## config.mk

```make
export PLATFORM = sky130hd
export DESIGN_NAME = key_debounce_sampler
export DESIGN_NICKNAME = d
export VERILOG_FILES = /design/src/rtl/key_debounce_sampler_pkg.sv /design/src/rtl/key_debounce_channel.sv /design/src/rtl/key_debounce_sampler.sv
export SDC_FILE = /design/constraint.sdc
export NUM_CORES = 1
export LEC_CHECK = 0
export CAP_MARGIN = 5
export CORE_UTILIZATION = 46
export CTS_BUF_LIST = sky130_fd_sc_hd__clkbuf_4
export DETAILED_ROUTE_END_ITERATION = 6
export MAX_ROUTING_LAYER = met4
export SLEW_MARGIN = 20
export SYNTH_ARGS = -nofsm -noshare
export SYNTH_HDL_FRONTEND = slang
export SYNTH_SLANG_ARGS = --single-unit
```

## constraint.sdc

```tcl
create_clock -name clk -period 2.1 [get_ports clk]
set_clock_uncertainty 0.15 [all_clocks]
set_input_delay 0.315 -clock clk [delete_from_list [all_inputs] [get_ports clk]]
set_output_delay 0.315 -clock clk [all_outputs]
set_load 0.005 [all_outputs]
```

## src/rtl/key_debounce_sampler_pkg.sv

```systemverilog
// Shared debounce defaults, so game timing and the key conditioner agree on clock rate.
package key_debounce_sampler_pkg;

  localparam int unsigned DEF_STABLE_CYCLES  = 50000;  // 1 ms at 50 MHz
  localparam int unsigned DEF_CNT_WIDTH      = 16;
  localparam int unsigned DEF_KEY_ACTIVE_LOW = 1;

  // Maps a raw pad bit onto the active-high "pressed" sense.
  function automatic logic key_pressed(input logic raw, input logic active_low);
    return active_low ? ~raw : raw;
  endfunction

endpackage

```

## src/rtl/key_debounce_channel.sv

```systemverilog
// One key: two-flop synchroniser, stability counter, debounced level and
// registered strobe / press / release pulses that update on the same edge.
module key_debounce_channel
  import key_debounce_sampler_pkg::*;
#(
  parameter int unsigned STABLE_CYCLES  = DEF_STABLE_CYCLES,
  parameter int unsigned CNT_WIDTH      = DEF_CNT_WIDTH,
  parameter int unsigned KEY_ACTIVE_LOW = DEF_KEY_ACTIVE_LOW
) (
  input  logic clk,
  input  logic rst_n,
  input  logic key_raw,
  output logic key_level,
  output logic latch_en,
  output logic key_press,
  output logic key_release
);

  localparam logic [CNT_WIDTH-1:0] TERM_CNT = CNT_WIDTH'(STABLE_CYCLES - 1);

  logic                 sync1_q, sync1_d;
  logic                 sync2_q, sync2_d;
  logic [CNT_WIDTH-1:0] cnt_q, cnt_d;
  logic                 level_q, level_d;
  logic                 latch_en_q, latch_en_d;
  logic                 press_q, press_d;
  logic                 release_q, release_d;
  logic                 s;

  // Polarity is folded in front of the first flop (a plain inverter), so the
  // synchroniser holds pressed-sense bits and its reset value of 0 means "not pressed".
  assign sync1_d = key_pressed(key_raw, KEY_ACTIVE_LOW != 0);
  assign sync2_d = sync1_q;
  assign s       = sync2_q;

  always_comb begin
    cnt_d      = cnt_q;
    level_d    = level_q;
    latch_en_d = 1'b0;
    if (s == level_q) begin
      cnt_d = '0;
    end else if (cnt_q == TERM_CNT) begin
      cnt_d      = '0;
      level_d    = s;
      latch_en_d = 1'b1;
    end else begin
      cnt_d = cnt_q + CNT_WIDTH'(1);
    end
    press_d   = latch_en_d & s;
    release_d = latch_en_d & ~s;
  end

  always_ff @(posedge clk or negedge rst_n) begin
    if (!rst_n) begin
      sync1_q    <= 1'b0;
      sync2_q    <= 1'b0;
      cnt_q      <= '0;
      level_q    <= 1'b0;
      latch_en_q <= 1'b0;
      press_q    <= 1'b0;
      release_q  <= 1'b0;
    end else begin
      sync1_q    <= sync1_d;
      sync2_q    <= sync2_d;
      cnt_q      <= cnt_d;
      level_q    <= level_d;
      latch_en_q <= latch_en_d;
      press_q    <= press_d;
      release_q  <= release_d;
    end
  end

  assign key_level   = level_q;
  assign latch_en    = latch_en_q;
  assign key_press   = press_q;
  assign key_release = release_q;

endmodule

```

## src/rtl/key_debounce_sampler.sv

```systemverilog
// Per-finger button conditioner feeding the clocked D latch stage:
// key_level drives latch D, latch_en drives latch C.
module key_debounce_sampler
  import key_debounce_sampler_pkg::*;
#(
  parameter int unsigned NUM_KEYS       = 4,
  parameter int unsigned STABLE_CYCLES  = DEF_STABLE_CYCLES,
  parameter int unsigned CNT_WIDTH      = DEF_CNT_WIDTH,
  parameter int unsigned KEY_ACTIVE_LOW = DEF_KEY_ACTIVE_LOW
) (
  input  logic                clk,
  input  logic                rst_n,
  input  logic [NUM_KEYS-1:0] key_raw,
  output logic [NUM_KEYS-1:0] key_level,
  output logic [NUM_KEYS-1:0] latch_en,
  output logic [NUM_KEYS-1:0] key_press,
  output logic [NUM_KEYS-1:0] key_release
);

  for (genvar i = 0; i < NUM_KEYS; i++) begin : g_key
    key_debounce_channel #(
      .STABLE_CYCLES (STABLE_CYCLES),
      .CNT_WIDTH     (CNT_WIDTH),
      .KEY_ACTIVE_LOW(KEY_ACTIVE_LOW)
    ) u_chan (
      .clk        (clk),
      .rst_n      (rst_n),
      .key_raw    (key_raw[i]),
      .key_level  (key_level[i]),
      .latch_en   (latch_en[i]),
      .key_press  (key_press[i]),
      .key_release(key_release[i])
    );
  end

endmodule
```

==> summary.txt <==
Run status
  – Run status: finished clean

Synth
  – Number of warnings issued by yosys: 0
  – Fraction of the yosys area taken by sequential cells: 54.6%
  – Post-synthesis instance area: 4030 um2
  – Average footprint of a synthesized cell: 10.6 um2
  – Top FF cell, synth: sky130_fd_sc_hd__dfrtp_1
  – Post-Synthesis Net Count: 389
  – Count of different cell masters after synthesis: 31
  – Fraction of registers with async set/reset: 100%
  – EDFF count, synth: 0
  – Number of instances in the synthesized netlist: 379
  – Post-synthesis sequential element count: 88

Critical path
  – Worst EP required: 2.25 ns
  – Crit-path max FO: 5
  – WS Path Type: reg -> reg
  – Crit path capture type: flip-flop
  – Crit. path cell count: 3
  – Worst stage delay on the critical path: 0.59 ns
  – Crit path buf inv count: 0
  – CP startpoint: g_key[0].u_chan.cnt_q[10]$_DFF_PN0_
  – List of cells traversed by the critical path: or3_1 -> or4_4 -> mux2_4
  – Worst reg2reg startpoint: g_key[0].u_chan.cnt_q[10]$_DFF_PN0_
  – Worst Reg-to-Reg Cells: 3
  – CP arrival: 2.16 ns
  – Kind of launch point of the worst setup path: flip-flop
  – Critical path's top delay family: simple AND/OR/NAND/NOR gates
  – CP max stage cell: sky130_fd_sc_hd__or4_4

Timing
  – Tightest slew margin relative to the limit: 74.6%
  – Final Slew Violations: 0
  – Highest clock rate: 497 MHz
  – RSZ-0062 raised after global routing: no
  – Transition time at the pin with the least slew margin: 0.377 ns
  – Portion of the clock cycle consumed by the worst path in the final layout: 95.9%
  – Final period demand of the worst path: 2.01 ns
  – Total Neg Setup Slack: 0 ns
  – Final hold vios: 0
  – Setup violations, final: 0

Place
  – Global placer's final weighted congestion: 0.773
  – Number of port buffers: 21
  – Detailed placer's ending HPWL: 4.40 mm

Routing
  – DR DRC count: 0
  – Via count of the routed design: 2618
  – Vias per Instance: 5.11
  – Violation count after the first detailed-routing iteration: 70
  – Detailed-routing iteration count for the pre-antenna-repair pass: 4
  – Total routed wirelength: 6.47 mm
  – Per-cell routed wire length: 12.6 um
  – Post-route ant nets: 0

Cells and area
  – Final net count: 413
  – Signed area change from the synthesized netlist to the final layout: 11.6%
  – Total inserted antenna cells: 0
  – Commonest non-fill, non-tap cell in the layout: sky130_fd_sc_hd__dfrtp_1
  – Leading cell types in the layout, fill and taps excluded: sky130_fd_sc_hd__dfrtp_1 (88), sky130_fd_sc_hd__nor2_1 (73), sky130_fd_sc_hd__xnor2_1 (48), sky130_fd_sc_hd__nand3_1 (23), sky130_fd_sc_hd__clkdlybuf4s50_1 (20)
  – Utilization after layout: 53.9%
  – Layout cell share with drive strength beyond 1: 9.58%

Clock network
  – Max clock buf depth: 2
  – TritonCTS clock tree: yes
  – CTS Buf Count: 9
  – Source-to-sink clock delay at the later pin of the worst-skew pair: 0.41 ns
  – Cell at the root of the clock tree: sky130_fd_sc_hd__clkbuf_4
  – Post-cts sizing count: 0
  – Clock sink count: 88
  – CTS hold repair buffers: 1
  – Number of H-tree levels: 3
  – Setup bufs post-CTS: 0
  – Clk slew on worst S/H paths: 0.12 ns

Global route
  – Largest net degree at the start of global routing: 57
  – Number of antenna violations at the first check in global routing: 0
  – Total Routing Usage GR: 16.7%
  – Number of global-route vias before repair: 2548
  – First-pass GRT wire length: 11.4 mm
  – Overflow left after global routing: 0

Job
  – Max-capacitance violation count: 0

Pwr
  – Reported leakage power: 1.85 nW
  – Part of the total power dissipated in the clock network: 35.6%
  – Power density over the cells: 642 nW/um2
  – Fraction of power consumed by combinational cells: 4.0%
  – Internal: 0.00228 W
  – Switching fraction of total power: 20.9%
  – Switching component of the power: 0.000603 W
  – Sequential power share: 60.4%
  – VDD IR-drop max: 0.313 mV

Floorplanning
  – Die extent in y: 95.6 um
  – Number of top-level design ports: 22
  – Die span in x: 95.6 um
  – Starting density of the core: 48.3%
  – Area enclosed by the die boundary: 9140 um2
  – Floorplan core area: 8340 um2
  – Row cnt: 33

Min path
  – Type of the worst min-delay path: in -> async
## final timing paths
kind / end / slack [ns]
min in group clk: g_key[2].u_chan.s$_DFF_PN0_ / 0.21
max: g_key[0].u_chan.key_level$_DFFE_PN0P_ / 0.09
max in group asynchronous: g_key[2].u_chan.cnt_q[4]$_DFF_PN0_ / 1.18
min: g_key[1].u_chan.cnt_q[15]$_DFF_PN0_ / 0.10
max reg2reg: g_key[0].u_chan.key_level$_DFFE_PN0P_ / 0.09
min reg2reg: g_key[2].u_chan.s$_DFF_PN0_ / 0.21
## metrics by stage
| step | hold WS (ns) | setup slack, ns | area, um2 | std cells | power [W] |
|---|---|---|---|---|---|
| final | 0.104 | 0.0867 | 4500 | 512 | 0.00289 |
| after global routing | 0.0878 | 0.0471 | 4500 | 512 | 0.00304 |
| after CTS | 0.0715 | 0.0843 | 4500 | 512 | 0.00295 |
| after detailed placement | -0.00148 | 0.107 | 4330 | 496 | 0.00189 |
| after global placement | -0.00329 | 0.128 | 4330 | 496 | 0.00189 |
| after floorplan | -0.131 | 0.149 | 4030 | 379 | 0.00182 |
## flip-flops by register name (all words and copies together) (netlist names)
| register | flops |
|---|---|
| g_key.u_chan.cnt_q | 64 |
| g_key.u_chan.key_level | 4 |
| g_key.u_chan.key_press | 4 |
| g_key.u_chan.key_release | 4 |
| g_key.u_chan.latch_en | 4 |
| g_key.u_chan.s | 4 |
| g_key.u_chan.sync1_q | 4 |
## per-layer routing
layer	GRT usage [%]	part of all wire (%)	up-vias
met4	5.35	1.2	0
met1	20.7	50	1245
met2	26.5	45	43
met3	4.78	3.6	7
met5	-	0	-
li1	-	-	1323
## layout make-up
type | count | area, um2
tap | 105 | 131
timing repair buffer | 34 | 320
fill | 732 | 3840
sequential | 88 | 2200
clock inverter | 3 | 67.6
multi-input combinational | 254 | 1630
clock buffer | 12 | 90.1
inverter | 16 | 60.1
## power groups by stage
stage	combinational (W)	clock (W)	sequential (W)
after floorplan	0.0000513	0	0.00177
after global placement	0.000118	0	0.00178
after detailed placement	0.000119	0	0.00178
after CTS	0.000121	0.00109	0.00174
after global routing	0.000134	0.00115	0.00175
final	0.000116	0.00103	0.00174
## cell usage after synthesis (3+ instances only)
library cell / count / area [um2]
sky130_fd_sc_hd__buf_4: 16 / 120
sky130_fd_sc_hd__nand4_1: 15 / 93.8
sky130_fd_sc_hd__nor2_1: 73 / 274
sky130_fd_sc_hd__nor3b_1: 8 / 60.1
sky130_fd_sc_hd__buf_2: 3 / 15.0
sky130_fd_sc_hd__ha_1: 4 / 50.1
sky130_fd_sc_hd__xnor2_1: 48 / 420
sky130_fd_sc_hd__inv_1: 16 / 60.1
sky130_fd_sc_hd__dfrtp_1: 88 / 2200
sky130_fd_sc_hd__xor2_1: 11 / 96.3
sky130_fd_sc_hd__nor4bb_1: 4 / 40.0
sky130_fd_sc_hd__nand2_1: 13 / 48.8
sky130_fd_sc_hd__nand3_1: 23 / 115
sky130_fd_sc_hd__nor3_1: 11 / 55.1
sky130_fd_sc_hd__nor2b_1: 3 / 18.8
sky130_fd_sc_hd__and3_1: 6 / 37.5
sky130_fd_sc_hd__nor4_1: 17 / 106
## logic make-up (layout without fill, tap and decap cells)
group,Yosys count,after routing,share of synthesized area (%)
buf+inv,37,65,5.03
compound gates,3,3,1.21
flops,88,88,54.6
mux,4,4,1.30
simple gates,184,184,23.8
xor+xnor,59,59,12.8
fa+ha+maj,4,4,1.24
Note: power is estimated with default switching activity, not from simulation.
==> variant 1: new RTL, config.mk and constraints unchanged <==
Register the input `key_raw` before use. The logic sees it one clock later.
--- a/src/rtl/key_debounce_sampler.sv
+++ b/src/rtl/key_debounce_sampler.sv
@@ -17,6 +17,12 @@
   output logic [NUM_KEYS-1:0] key_release
 );
 
+  logic [NUM_KEYS-1:0] key_raw_q;
+
+  always_ff @(posedge clk) begin
+      key_raw_q <= key_raw;
+  end
+
   for (genvar i = 0; i < NUM_KEYS; i++) begin : g_key
     key_debounce_channel #(
       .STABLE_CYCLES (STABLE_CYCLES),
@@ -25,7 +31,7 @@
     ) u_chan (
       .clk        (clk),
       .rst_n      (rst_n),
-      .key_raw    (key_raw[i]),
+      .key_raw    (key_raw_q[i]),
       .key_level  (key_level[i]),
       .latch_en   (latch_en[i]),
       .key_press  (key_press[i]),
Function: same outputs for any inputs over 10 cycles, from zero or initial values and one cycle with rst_n low; that may be too few to reach the edited logic, so the function may still have changed.
==> variant 1 against the unedited design <==
- via count rose by 3.0%
- first-iteration DRC count rose by 46%
- largest cell class unchanged
- final area rose by 1.7%
- hold slack got worse by 0.0085 ns
- worst setup slack got worse by 0.013 ns
- area after synthesis rose by 2.0%
- power fell by 0.43%
- sequential cell count rose by 4
- clock power fell by 9.5%
- routed wire length rose by 9.5%
==> variant 1: results (changes against the unedited design) <==
| Metric | Value |
|---|---|
| M2 GR Usage | `0.294 (+0.0291)` |
| Placed Area | `4430 um^2 (+2.2%)` |
| Htree depth | `3 (unchanged)` |
| Cells after Synth | `383 (+1.1%)` |
| Wire length on met3 | `204 um (-12%)` |
| Wire per inst | `13.6 um (+7.6%)` |
| Layout cells sized above 1 | `0.0920 (-0.00381)` |
| Vias per cell | `5.17 (+1.2%)` |
| Met3 usage | `0.0399 (-0.00794)` |
| Routability congestion estimate | `0.824 (+6.6%)` |
| Vias in the first global route | `2750 (+7.9%)` |
| Mux cell area share after synthesis | `0.0128 (-0.000254)` |
| M1 GR Usage | `0.225 (+0.0181)` |
| Post_cts resized | `0 (unchanged)` |
| Asr flop ratio synth | `0.957 (-0.0435)` |
| First-pass GRT wire length | `12600 um (+10%)` |
| Library cells used by synthesis | `32 (+3.2%)` |
| Rel. slew slack | `0.759 (+0.0132)` |
| Post-synthesis compound-gate area fraction | `0.0119 (-0.000236)` |
| Synth warn | `0 (unchanged)` |
| R2R depth | `4 (+1)` |
| Detailed Place HPWL | `4880 um (+11%)` |
| Starting DRT DRC Count | `102 (+46%)` |
| Finished Cell Area | `4570 um^2 (+1.7%)` |
| Ranking of synthesized cells by area | `dfrtp_1 (54%), xnor2_1 (10%), nor2_1 (6.7%)` |
| FF/Latch Area | `2280 um^2 (+3.6%)` |
| ClkCell Share | `0.0285 (-0.00660)` |
| Adder-Cell Fraction of Synth Area | `0.0122 (-0.000242)` |
| Cell Pwr Density | `629 nW/um^2 (-2.1%)` |
| Fraction of area in multi-input gates | `0.355 (-0.00603)` |
| Maximum buffer depth of the clock tree | `2 (unchanged)` |
| Outcome | `finished clean` |
| Total global-route track usage | `0.184 (+0.0163)` |
| Maximum vdd drop | `269 uV (-14%)` |
| Non-CTS buffers | `35 (+2.9%)` |
| Met2 WL post-DR | `3380 um (+16%)` |
| Multi-input gates | `254 (unchanged)` |
| Nets | `418 (+1.2%)` |
| Clock Buffer Count | `10 (-2)` |
| Seq. pwr | `1.83 mW (+5%)` |
| CP max FO | `5 (unchanged)` |
| Internal power | `2.21 mW (-3.1%)` |
| NonClk Buf Share | `0.0744 (+0.00319)` |
| Post-Syn Nets | `393 (+1.0%)` |
| DP Worst Slack | `0.0814 ns (-0.0252 ns)` |
| Fill cells | `804 (+9.8%)` |
| First drt pass iteration count | `4 (unchanged)` |
| DRT met1 WL | `3380 um (+4.3%)` |
| Seq/Total Area, Yosys | `0.555 (+0.00884)` |
| Seq cells post-synth | `92 (+4.5%)` |
| Worst-skew pair later-pin latency | `0.44 ns (+0.03 ns)` |
| Largest net degree at the start of global routing | `38 (-33%)` |
| XOR/XNOR Fraction of Synth Area | `0.126 (-0.00250)` |
| Post-Place Cells | `503 (+1.4%)` |
| Chip width | `96.5 um (+0.97%)` |
| Routed WL | `7090 um (+9.5%)` |
| Reg clk slew, reported paths | `0.14 ns (+0.02 ns)` |
| Pleak | `1.89 nW (+1.9%)` |
==> variant 1: path summary, 6_finish.rpt <==
kind                                                      from                               endpoint  slack [ns]
max reg2reg                g_key[1].u_chan.cnt_q[13]$_DFF_PN0_  g_key[1].u_chan.key_level$_DFFE_PN0P_        0.07
min reg2reg                  g_key[1].u_chan.sync1_q$_DFF_PN0_            g_key[1].u_chan.s$_DFF_PN0_        0.21
max                        g_key[1].u_chan.cnt_q[13]$_DFF_PN0_  g_key[1].u_chan.key_level$_DFFE_PN0P_        0.07
max in group asynchronous                                rst_n    g_key[2].u_chan.cnt_q[11]$_DFF_PN0_        1.17
min in group clk                                    key_raw[3]                   key_raw_q[3]$_DFF_P_        0.16
min                                                      rst_n    g_key[3].u_chan.cnt_q[10]$_DFF_PN0_         0.1
==> variant 1: worst register-to-register path, cell delays in order, from the launching register on <==
cell	delay [ns]
dfrtp_1	0.44
nor4b_2	0.28
nand3_1	0.17
or4_4	0.58
mux2_4	0.31
==> variant 2: new RTL, same flow settings <==
Without the edit above. Change the package constant `DEF_CNT_WIDTH` from 16 to 12.
--- a/src/rtl/key_debounce_sampler_pkg.sv
+++ b/src/rtl/key_debounce_sampler_pkg.sv
@@ -2,7 +2,7 @@
 package key_debounce_sampler_pkg;
 
   localparam int unsigned DEF_STABLE_CYCLES  = 50000;  // 1 ms at 50 MHz
-  localparam int unsigned DEF_CNT_WIDTH      = 16;
+  localparam int unsigned DEF_CNT_WIDTH      = 12;
   localparam int unsigned DEF_KEY_ACTIVE_LOW = 1;
 
   // Maps a raw pad bit onto the active-high "pressed" sense.
Check against the original RTL: no difference found for any inputs over 10 cycles, from zero or initial values and one cycle with rst_n low; that may be too few to reach the edited logic, so the function may still have changed.
==> variant 2 against the unedited design <==
- worst setup slack improved by 0.026 ns
- routed wire length decreased by 9.8%
- sequential share of layout area decreased by 0.49 points
- critical path depth unchanged
- utilization increased by 0.18 points
- synthesized cell count decreased by 21%
- power decreased by 18%
- final area decreased by 17%
- clock power decreased by 19%
- sequential power decreased by 17%
- area after synthesis decreased by 18%
- sequential cell count decreased by 16
==> variant 2: results (changes against the unedited design) <==
| Metric | Value |
|---|---|
| HP Class | `reg -> reg` |
| Library cells used by synthesis | `34 (+9.7%)` |
| Outcome | `finished clean` |
| Via count | `2347 (-10%)` |
| Setup slack after layout | `0.112 ns (+0.0257 ns)` |
| Top post-synthesis cells by count | `dfrtp_1 (72), nand3_1 (19), buf_4 (16), o21ai_0 (16), or3_1 (16)` |
| Starting DRT DRC Count | `78 (+11%)` |
| Layout cells sized above 1 | `0.120 (+0.0245)` |
| Pleak | `1.53 nW (-17%)` |
| Clk pwr | `0.834 mW (-19%)` |
| Routability congestion estimate | `0.770 (-0.38%)` |
| Placed Area | `3580 um^2 (-17%)` |
| DP Worst Slack | `0.150 ns (+0.0437 ns)` |
| Post-Place Cells | `403 (-19%)` |
| Ranking of synthesized cells by area | `dfrtp_1 (55%), buf_4 (3.6%), or4_1 (3.4%)` |
| Comb power frac | `0.045 (+0.005)` |
| Post-Syn Nets | `309 (-21%)` |
| Nets | `329 (-20%)` |
| Wire per inst | `13.9 um (+10%)` |
| CP arrival | `2.13 ns (-0.03 ns)` |
| PnR Total Power | `2.38 mW (-18%)` |
| Cells after Synth | `299 (-21%)` |
| Maximum vdd drop | `271 uV (-13%)` |
| Internal power | `1.81 mW (-21%)` |
| Seq/Total Area, Yosys | `0.547 (about the same)` |
| Largest net degree at the start of global routing | `32 (-44%)` |
| Vias in the first global route | `2137 (-16%)` |
[variant 2: logic make-up (layout without fill, tap and decap cells)]
logic type                 Yosys count  count (layout)  synth area share
AOI/OAI and AO/OA                   58              58             0.110
adders and majority gates            4               4            0.0152
muxes                                4               4            0.0159
and+or+nand+nor                    114             114             0.215
xor gates and xnor gates            16              16            0.0425
buffers and inverters               31              56            0.0551
DFF                                 72              72             0.547
[variant 2: layout make-up]
type	instances	area (um^2)
fill	619	3150
sequential	72	1800
multi-input combinational	196	1320
timing repair buffer	32	315
tap	96	120
clock buffer	9	67.6
clock inverter	7	62.6
inverter	8	30.0
[variant 2: per-layer routing]
metal  vias up  part of all wire  wire [um]  track usage
met1      1153              0.51       2980        0.245
met4         0             0.020        118       0.0818
li1       1153                 -          -            -
met2        31              0.45       2610        0.264
met5         -                 0          0            -
met3        10             0.023        133       0.0295
[variant 2: what timing repair did]
action                                 in CTS  in global routing
gates resized for setup                     0                  0
hold buffers                                1                  0
endpoints found under the hold margin      18                  0
